===== config.mk =====
export PLATFORM = sky130hd
export DESIGN_NAME = box_layer_mapper
export DESIGN_NICKNAME = d
export VERILOG_FILES = /design/src/rtl/box_layer_mapper.sv
export SDC_FILE = /design/constraint.sdc
export NUM_CORES = 1
export LEC_CHECK = 0
export ABC_AREA = 1
export CAP_MARGIN = 20
export CORE_AREA = 3 3 264 266
export CTS_BUF_LIST = sky130_fd_sc_hd__clkbuf_8
export DETAILED_ROUTE_END_ITERATION = 10
export DIE_AREA = 0 0 267 269
export SETUP_SLACK_MARGIN = 0.05
export SYNTH_ARGS = -nofsm -noshare
export SYNTH_HDL_FRONTEND = slang
export SYNTH_SLANG_ARGS = --single-unit

===== constraint.sdc =====
create_clock -name Clk -period 24.8 [get_ports Clk]
set_clock_uncertainty 0.15 [all_clocks]
set_input_delay 4.96 -clock Clk [delete_from_list [all_inputs] [get_ports Clk]]
set_output_delay 4.96 -clock Clk [all_outputs]
set_load 0.005 [all_outputs]

===== src/rtl/box_layer_mapper.sv =====
// Box-layer sprite renderer: double-buffered object table, per-object flash
// counters, and a 2-stage hit-test/colour pipeline running at one pixel per clock.
module box_layer_mapper #(
    parameter  int N_OBJ        = 4,
    parameter  int W            = 10,
    parameter  int FLASH_FRAMES = 8,
    localparam int IW           = (N_OBJ > 1) ? $clog2(N_OBJ) : 1
) (
    input  logic          Clk,
    input  logic          Reset,
    input  logic          frame_start,
    input  logic          de,
    input  logic [W-1:0]  DrawX,
    input  logic [W-1:0]  DrawY,
    input  logic          wr_en,
    input  logic [IW-1:0] wr_idx,
    input  logic [W-1:0]  wr_x,
    input  logic [W-1:0]  wr_y,
    input  logic [W-1:0]  wr_sx,
    input  logic [W-1:0]  wr_sy,
    input  logic [23:0]   wr_rgb,
    input  logic          wr_vis,
    input  logic          flash_trig,
    input  logic [IW-1:0] flash_idx,
    output logic [7:0]    Red,
    output logic [7:0]    Green,
    output logic [7:0]    Blue,
    output logic          pix_valid
);

    typedef struct packed {
        logic [W-1:0] x;
        logic [W-1:0] y;
        logic [W-1:0] sx;
        logic [W-1:0] sy;
        logic [23:0]  rgb;
        logic         vis;
    } obj_t;

    obj_t        shadow_q [N_OBJ];
    obj_t        active_q [N_OBJ];
    logic [7:0]  flash_q  [N_OBJ];
    obj_t        wr_obj;

    logic [N_OBJ-1:0] hit_d, hit_q;
    logic [W-4:0]     xs_q;
    logic             de_q;
    logic [23:0]      rgb_d, rgb_q;
    logic             valid_q;
    logic [7:0]       bg_d;

    assign wr_obj = '{wr_x, wr_y, wr_sx, wr_sy, wr_rgb, wr_vis};

    function automatic logic [W:0] abs_diff(input logic [W-1:0] a, input logic [W-1:0] b);
        logic [W:0] d;
        d = {1'b0, a} - {1'b0, b};
        return d[W] ? (~d + 1'b1) : d;
    endfunction

    // The active table is read only by the renderer; frame_start samples the
    // pre-write shadow, so a coincident write lands one frame later.
    always_ff @(posedge Clk or posedge Reset) begin
        if (Reset) begin
            // NOTE: the tables are reset explicitly so no stale box can render
            // after reset; this forces flops rather than RAM, which is fine at this size.
            for (int i = 0; i < N_OBJ; i++) begin
                shadow_q[i] <= '0;
                active_q[i] <= '0;
                flash_q[i]  <= 8'd0;
            end
        end else begin
            for (int i = 0; i < N_OBJ; i++) begin
                if (frame_start)
                    active_q[i] <= shadow_q[i];
                if (wr_en && int'(wr_idx) == i)
                    shadow_q[i] <= wr_obj;
                if (flash_trig && int'(flash_idx) == i)
                    flash_q[i] <= 8'(FLASH_FRAMES);
                else if (frame_start && flash_q[i] != 8'd0)
                    flash_q[i] <= flash_q[i] - 8'd1;
            end
        end
    end

    // |d| <= s>>1 is evaluated as 2|d| <= s, which is identical for integers.
    always_comb begin
        // NOTE: default first so every path assigns and no latch is inferred.
        hit_d = '0;
        for (int i = 0; i < N_OBJ; i++) begin
            hit_d[i] = active_q[i].vis
                && ({abs_diff(DrawX, active_q[i].x), 1'b0} <= {2'b00, active_q[i].sx})
                && ({abs_diff(DrawY, active_q[i].y), 1'b0} <= {2'b00, active_q[i].sy});
        end
    end

    always_ff @(posedge Clk or posedge Reset) begin
        if (Reset) begin
            hit_q <= '0;
            xs_q  <= '0;
            de_q  <= 1'b0;
        end else begin
            hit_q <= hit_d;
            xs_q  <= DrawX[W-1:3];
            de_q  <= de;
        end
    end

    // Lowest index wins: scan downwards so the last assignment is the lowest hit.
    always_comb begin
        bg_d  = 8'h7F - 8'(xs_q);
        rgb_d = {16'h0000, bg_d};
        for (int i = N_OBJ - 1; i >= 0; i--) begin
            if (hit_q[i])
                rgb_d = (flash_q[i] != 8'd0) ? 24'hFFFFFF : active_q[i].rgb;
        end
        if (!de_q)
            rgb_d = 24'h000000;
    end

    always_ff @(posedge Clk or posedge Reset) begin
        if (Reset) begin
            rgb_q   <= 24'h000000;
            valid_q <= 1'b0;
        end else begin
            rgb_q   <= rgb_d;
            valid_q <= de_q;
        end
    end

    assign Red       = rgb_q[23:16];
    assign Green     = rgb_q[15:8];
    assign Blue      = rgb_q[7:0];
    assign pix_valid = valid_q;

endmodule


# --- Word-level counts from Yosys, hierarchy flattened ---
# Index checks and enable logic that the tools add are counted.
# Widths: inputs -> output; s select.
word_totals:
  reg_bits: 589
  input_bits: 95
  out_inout_bits: 25
  wordCells: 155
op_classes:
  add_sub_neg: 21
  n_lt_le_gt_ge: 8
  n_eq_ne: 6
  mux: 25
  bitwise_logic: 8
  n_reduce_logical: 30
ops:
  columns: ["operator", "n"]
  rows:
  - ["$mux 24", 9]
  - ["$le 12x10->1", 8]
  - ["$add 11x1->11 const B", 8]
  - ["$mux 11", 8]
  - ["$not 11->11", 8]
  - ["$sub 10x10->11", 8]
  - ["$mux 8", 8]
  - ["$reduce_bool 8->1", 4]
  - ["$sub 8x1->8 const B", 4]
  - ["$logic_and 1x1->1", 20]
  - ["$eq 2x2->1 const B", 4]
  - ["$reduce_bool 2->1", 4]
  - ["$sub 7x7->8 const A", 1]
  - ["$eq 2x1->1 const B", 2]
  - ["$logic_not 2->1", 2]

# --- Depth between registers and ports, before layout ---
# Gate-level depths: netlist of the first run.
depth:
  depth_word: 7
  depth_mapped: 27

# --- Worst setup path after synthesis of the first run ---
# No wires, ideal clock.
synth_timing:
  path_type: "input-to-reg"
  from: "input port DrawX[0]"
  to: "register hit_q[2]"
  arrival_time_ps: 7666
  slack_ps: 16913
  stages: 22
  path_buffers: 1
  cell_sequence: "inv_1 -> ha_1 -> inv_1 -> fa_1 -> nand2_1 -> nand3_1 -> nand3_1 -> nand2_1 -> a21oi_1 -> buf_2 -> nand2_1 -> xor2_1 -> inv_1 -> ha_1 -> a21o_1 -> nor2_1 -> nor2_1 -> o21bai_1 -> a21oi_1 -> nor2_1 -> nand3_1 -> nor2_1"
synth_via:
  elab_chain_cells: 7
synth_lines:
  columns: ["item", "line_no", "text"]
  rows:
  - ["from (decl)", "13", "input logic [W-1:0] DrawX,"]
  - ["$sub 10x10->11 (*)", "56", "d = {1'b0, a} - {1'b0, b};"]
  - ["$not 11->11", "57", "return d[W] ? (~d + 1'b1) : d;"]
  - ["$add 11x1->11", "57", null]
  - ["$mux 11 (*)", "57", null]
  - ["$le 12x10->1 (*)", "91", "&& ({abs_diff(DrawX, active_q[i].x), 1'b0} <= {2'b00, active_q[i].sx})"]
  - ["$logic_and 1x1->1 (*)", "91", null]
  - ["$logic_and 1x1->1 (*)", "92", "&& ({abs_diff(DrawY, active_q[i].y), 1'b0} <= {2'b00, active_q[i].sy});"]
  - ["net hit_d[2]", "45", "logic [N_OBJ-1:0] hit_d, hit_q;"]
  - ["to (signal assigned)", "102", "hit_q <= hit_d;"]
  - ["to (decl)", "45", null]
# The timed path passes the listed nets; every way through them passes the cells marked *.
# A chain may end at the register's enable or synchronous reset.

# --- Final worst setup path of the first run ---
# Same ends and word-level chain as after synthesis.

==> results of run 1 <==
-- power groups by stage --
stage | combinational (mW) | clock (mW) | sequential (mW)
CTS | 0.950 | 0.952 | 1.21
finish | 0.941 | 0.923 | 1.21
global placement | 0.930 | 0 | 1.22
detailed placement | 0.944 | 0 | 1.22
global route | 1.10 | 0.997 | 1.23
floorplan | 0.706 | 0 | 1.21
-- placed cells by master (no fill, tap or decap), drive strengths merged --
| cell type | instances |
|---|---|
| clkinvlp | 3 |
| a31oi | 2 |
| nand3 | 158 |
| clkinv | 6 |
| nor4 | 1 |
| xnor2 | 14 |
| nand4 | 21 |
| nor2 | 149 |
| inv | 541 |
| o21ai | 526 |
| diode | 2 |
| nand3b | 13 |
| xor2 | 57 |
| dfrtp | 589 |
| a211oi | 20 |
| buf | 20 |
| nor3 | 51 |
| o21bai | 10 |
| clkbuf | 133 |
| clkdlybuf4s50 | 118 |
| and2 | 2 |
| o211ai | 2 |
| ha | 171 |
| bufinv | 3 |
| o31ai | 17 |
| o21a | 6 |
| nand2 | 1218 |
| a21oi | 114 |
| fa | 8 |
| nor3b | 1 |
| a21o | 6 |
| or2 | 3 |
-- through the flow --
stage	hold slack, ps	cell area, um2	utilization (%)	setup WS, ps	power [mW]
CTS	296	34500	51.3	16480	3.11
floorplan	202	30400	-	3210	1.92
global placement	297	32400	48.1	15760	2.15
finish	306	34600	51.4	16420	3.07
detailed placement	303	32400	48.1	15730	2.17
global route	332	34600	51.4	16040	3.33
-- metal layers --
metal | share of wire (%) | vias up | track usage, % | wire (um)
met3 | 3.4 | 101 | 2.93 | 2480
met1 | 47 | 11200 | 28.5 | 34900
met4 | 2.4 | 0 | 6.76 | 1790
met2 | 47 | 337 | 35.1 | 34500
met5 | 0 | - | 0 | 0
li1 | - | 12300 | - | -
-- sequential cells by signal, summed over array words and instances (netlist names) --
signal and cells:
hit_q 4, active_q 260, flash_q 32, xs_q 7, de_q 1, shadow_q 260
pix_valid 1, rgb_q 24
-- critical path, stage by stage --
cell and delay [ps]:
clkdlybuf4s50_1 390, inv_1 250, ha_1 200, inv_1 60, fa_1 400, nand2_1 80
nand3_1 100, nand3_1 110, nand2_1 90, a21oi_1 620, o21ai_0 260, xor2_1 200
inv_1 60, ha_1 300, a21oi_1 140, o21ai_0 90, o21bai_1 140, a21oi_1 70
nor2_1 110, nand3_1 90, nor2_1 90
-- kinds of logic after synthesis --
kind of cell               after synthesis
AOI/OAI and AO/OA                      703
adders and majority gates              179
xor gates and xnor gates                71
DFF                                    589
buffers and inverters                  634
and+or+nand+nor                       1617
-- worst min-delay path by stage --
stage                     slack, ps                       from  cells past startpoint                        end
final                           310   shadow_q[18]$_DFFE_PP0P_                      2   active_q[18]$_DFFE_PP0P_
after floorplan                 200             de_q$_DFF_PP0_                      0        pix_valid$_DFF_PP0_
after detailed placement        300   active_q[66]$_DFFE_PP0P_                      2   active_q[66]$_DFFE_PP0P_
after CTS                       300   shadow_q[18]$_DFFE_PP0P_                      2   active_q[18]$_DFFE_PP0P_
after global placement          300  active_q[134]$_DFFE_PP0P_                      2  active_q[134]$_DFFE_PP0P_
after global routing            330   active_q[16]$_DFFE_PP0P_                      2   active_q[16]$_DFFE_PP0P_
-- layout make-up --
type	count	area, um2
diodes	2	5.00
clock buffers	133	1830
clock inverters	56	353
fillers	6565	32700
inverters	497	1880
multi-input cells	2570	13300
flip-flops and latches	589	14700
well taps	873	1090
repair buffers	138	1360
==> run summary, run 1 <==
Status - finished, final reports clean
Worst Path Required - 25270 ps
Most used DFF post-synth - dfrtp_1
Commonest cells post-synth - nand2_1 (1200), dfrtp_1 (589), o21ai_0 (516)
Synth Area in Adders - 7.56%
WS Path Type - input port to flip-flop
IO Port Bufs - 119
Final period utilization - 33.8%
CTS tree - built
Skew-Pair Late Insertion Delay - 690 ps
Switching part of the total power - 35.0%
Minimum clock period after layout - 8380 ps
Routed WL - 73.6 mm
Library cells used by synthesis - 47
# rows - 95
Setup crit start - DrawX[0]
Power Internal - 2.00 mW
Initial antenna violation count - 2
Chip Width - 267 um
Grt total ovfl - 0
IO Pins - 120
Area Growth Syn to Fin - 13.7%
Vias in the first global route - 23200
Final Max Slew Viols - 0
Die ar. - 0.0718 mm2
FF-to-FF path depth - 22
Syn_nets - 4067
# DRC - 0
Crit path DAT - 8850 ps
Worst r2r src - active_q[175]$_DFFE_PP0P_
Hold Path Class - flip-flop to flip-flop
Count leader, synth - nand2_1
MaxCap Viol Count - 0
Clk pwr share - 30.0%
First-pass GRT wire length - 121 mm
Mux cell area share after synthesis - 0%
Die Y - 269 um
CTS buffer count - 102
Non-filler instance count after layout - 4858
Cell Area, Synth - 0.0304 mm2
Max Freq - 119 MHz
DP Wirelength - 50.1 mm
Total track usage - 21.0%
Wirelength per Cell - 15.2 um
XOR/XNOR Fraction of Synth Area - 2.17%
Simple-Gate Fraction of Synth Area - 21.6%
Pwr per Cell Area - 88.9 mW/mm2
Sw power - 1.08 mW
Reg2reg setup slack - 20970 ps
Crit path capture - hit_q[2]$_DFF_PP0_
Synth top area share - 48.5%
Routed vias - 24000
Via density - 4.94
Compound-Gate Fraction of Synth Area - 12.3%
Crit path launch type - input port
Largest family of logic cells by synthesized area - simple AND/OR/NAND/NOR gates
Asr flop ratio synth - 100%
Worst-path clk slew - 60 ps
CTS root buffer - clkbuf_8
Post-synth EDFFs - 0
DRT iter0 DRCs - 1578
Slew at the pin closest to its max-slew limit - 1100 ps
Fin. Hold Viols - 0
Routed Antenna Nets - 0
Sequential share of power - 39.4%
Headroom to the max-slew limit - 26.4%
Share of post-route cells with drive strength above 1 - 6.08%
Post-synthesis sequential area ratio - 48.5%
Synth area leader - dfrtp_1
H-tree depth - 3
Crit-path max FO - 12
Initial DRT Pass Iterations - 5
Synth area leaders - dfrtp_1 (48%), nand2_1 (15%), o21ai_0 (8.5%)
Routability cong. - 0.894
Largest net degree at the start of global routing - 135
Clk sinks - 589
Maximum vdd drop - 42.6 uV
RSZ-0062 raised after global routing - false
Synth Warn # - 0
Logic pwr share - 30.6%
Crit. End Element - flip-flop
Layout Nets - 4172
Post-CTS setup repair buffer count - 0
Setup violations, final - 0
Post-cts sizing count - 0
Clk buf depth - 3
Number of synthesized register bits - 589
Leakage - 17.9 nW
Avg Synthesized Cell Area - 8.02 um2
Mapped Cells - 3793
Setup TNS - 0 ps
Initial Utilization - 45.2%
Hold-fix buffers at CTS - 0
RR Endpoint - hit_q[1]$_DFF_PP0_
DP Cell Count - 4666
Core area - 0.0673 mm2
Note: power is estimated with default switching activity, not from simulation.
==> run 2: changes to the inputs <==
==> constraint.sdc (replaced) <==
create_clock -name Clk -period 8 [get_ports Clk]
set_clock_uncertainty 0.15 [all_clocks]
set_input_delay 1.6 -clock Clk [delete_from_list [all_inputs] [get_ports Clk]]
set_output_delay 1.6 -clock Clk [all_outputs]
set_load 0.005 [all_outputs]
==> run 2 against run 1 <==
Power increased to 3.1 times the previous value. Sequential share of layout area hardly changed. Register-to-register slack lost 17000 ps. Worst hold slack improved by 4.1 ps. Largest cell class unchanged.
==> run summary, run 2 (synthesized netlist as in run 1, its figures left out) <==
CTS tree - built
DRT iter0 DRCs - 1748 (+11%)
Hold Slack - 310 ps (+4.06 ps)
WS Path Type - input port to flip-flop
Post-place setup slack - 2220 ps (-13510 ps)
Core Util, Final - 51.4% (about the same)
Grt total ovfl - 0 (unchanged)
Largest regs - active_q (260), shadow_q (260), flash_q (32)
Setup TNS - 0 ps (unchanged)
IO Port Bufs - 119 (unchanged)
Largest net degree at the start of global routing - 161 (+19%)
CTS root buffer - clkbuf_8
H-tree depth - 3 (unchanged)
Die Y - 269 um (unchanged)
Hold Path Class - flip-flop to flip-flop
Routed WL - 74.6 mm (+1.4%)
Post-CTS setup repair buffer count - 0 (unchanged)
Skew-Pair Late Insertion Delay - 700 ps (about the same)
CP most frequent cell - nand2_1
MaxCap Viol Count - 0 (unchanged)
Placed inst area - 0.0324 mm2 (+0.17%)
Clk buf depth - 3 (unchanged)
Crit-path max FO - 12 (unchanged)
Max Freq - 198 MHz
Routed vias - 24000 (+0.24%)
Pwr per Cell Area - 276 mW/mm2 (+210%)
Hold-fix buffers at CTS - 0 (unchanged)
Total Power - 9.53 mW (+210%)
RSZ-0062 raised after global routing - false
Layout Nets - 4171 (-0.024%)
Via density - 4.95 (+0.30%)
Non-filler instance count after layout - 4855 (-0.062%)
Worst-path clk slew - 60 ps (about the same)
Commonest non-fill, non-tap cell in the layout - nand2_1
Design area - 0.0346 mm2 (about the same)
Critical path's slowest cell - clkdlybuf4s50_1
Minimum clock period after layout - 5050 ps
Headroom to the max-slew limit - 29.9% (+3.5 points)
CP cell instances - clkdlybuf4s50_1, fa_1, nand3_1, nand3_2, nand2_1, nand2_1, a21oi_1, nand2_1, xnor2_1, inv_1, ha_1, a21oi_1, o21a_1, nand2_1, nand2_1, nand3_1, nand2_1, inv_1, nor2_1, nand3_1, nor2_1
Crit path DAT - 5510 ps (-3340 ps)
Worst setup margin - 2950 ps (-13480 ps)
Worst Path Required - 8450 ps (-16820 ps)
Total track usage - 21.2% (+0.17 points)
Crit path launch type - input port
# DRC - 0 (unchanged)
Final Max Slew Viols - 0 (unchanged)
CTS buffer count - 101 (-0.98%)
Initial antenna violation count - 1 (-1)
Initial Utilization - 45.2% (unchanged)
DP Cell Count - 4667 (+0.021%)
Clk sinks - 589 (unchanged)
CP Buf/Inv Count - 3 (-1)
Final period utilization - 63.1%
Fin. Hold Viols - 0 (unchanged)
Area Growth Syn to Fin - 13.7% (about the same)
Routability cong. - 0.885 (-0.97%)
Leakage - 17.9 nW (about the same)
Wirelength per Cell - 15.4 um (+1.4%)
Initial DRT Pass Iterations - 5 (unchanged)
Most frequent cells in the layout - nand2_1 (1198), dfrtp_1 (589), inv_1 (520)
# rows - 95 (unchanged)
Routed Antenna Nets - 0 (unchanged)
IO Pins - 120 (unchanged)
Chip Width - 267 um (unchanged)
Cell family with most CP delay - simple AND/OR/NAND/NOR gates
Die ar. - 0.0718 mm2 (unchanged)
Vias in the first global route - 23200 (+0.15%)
Share of post-route cells with drive strength above 1 - 6.08% (about the same)
Slowest stage delay, CP - 710 ps (+90 ps)
Setup violations, final - 0 (unchanged)
Status - finished, final reports clean
Post-cts sizing count - 0 (unchanged)
Crit. End Element - flip-flop
DP Wirelength - 51.2 mm (+2.2%)
First-pass GRT wire length - 122 mm (+0.72%)
Slew at the pin closest to its max-slew limit - 1050 ps (-53.3 ps)
Core area - 0.0673 mm2 (unchanged)
Maximum vdd drop - 128 uV (+200%)
==> run 2: path summary, 6_finish.rpt <==
path / start / to / slack [ps] / cells after the start
min reg2reg: flash_q[15]$_DFFE_PP0P_ / flash_q[15]$_DFFE_PP0P_ / 310 / 1
min: flash_q[15]$_DFFE_PP0P_ / flash_q[15]$_DFFE_PP0P_ / 310 / 1
max: DrawY[1] / hit_q[1]$_DFF_PP0_ / 2950 / 21
max in group asynchronous: Reset / active_q[204]$_DFFE_PP0P_ / 4910 / 4
min in group asynchronous: Reset / active_q[186]$_DFFE_PP0P_ / 1240 / 2
max reg2reg: active_q[175]$_DFFE_PP0P_ / hit_q[1]$_DFF_PP0_ / 4120 / 22
==> run 2: where the power goes <==
group,internal [mW],switching (mW),total (mW)
clock,1.59,1.26,2.85
combinational,1.10,1.84,2.93
sequential,3.50,0.245,3.75
==> run 2: worst register-to-register path, stage by stage (launching register included) <==
cell and delay, ps:
dfrtp_1 410, ha_1 170, inv_1 60, fa_1 390
nand3_1 100, nand3_2 110, nand2_1 80, nand2_1 90
a21oi_1 650, nand2_1 150, xnor2_1 160, inv_1 50
ha_1 300, a21oi_1 160, o21a_1 130, nand2_1 50
nand2_1 50, nand3_1 60, nand2_1 140, inv_1 60
nor2_1 80, nand3_1 70, nor2_1 90
==> run 2: layout make-up <==
cell class / instances / area [um2]
multi-input combinational: 2570 / 13300
tap: 873 / 1090
inverter: 497 / 1870
antenna: 1 / 2.50
timing repair buffer: 138 / 1390
clock inverter: 58 / 389
fill: 6540 / 32700
sequential: 589 / 14700
clock buffer: 129 / 1780
==> run 2: layer usage <==
metal	share of wire, %	vias up	global-route usage, %
li1	-	12300	-
met1	47	11300	28.7
met2	47	363	35.7
met3	3.5	109	2.82
met4	2.3	0	6.56
met5	0	-	0
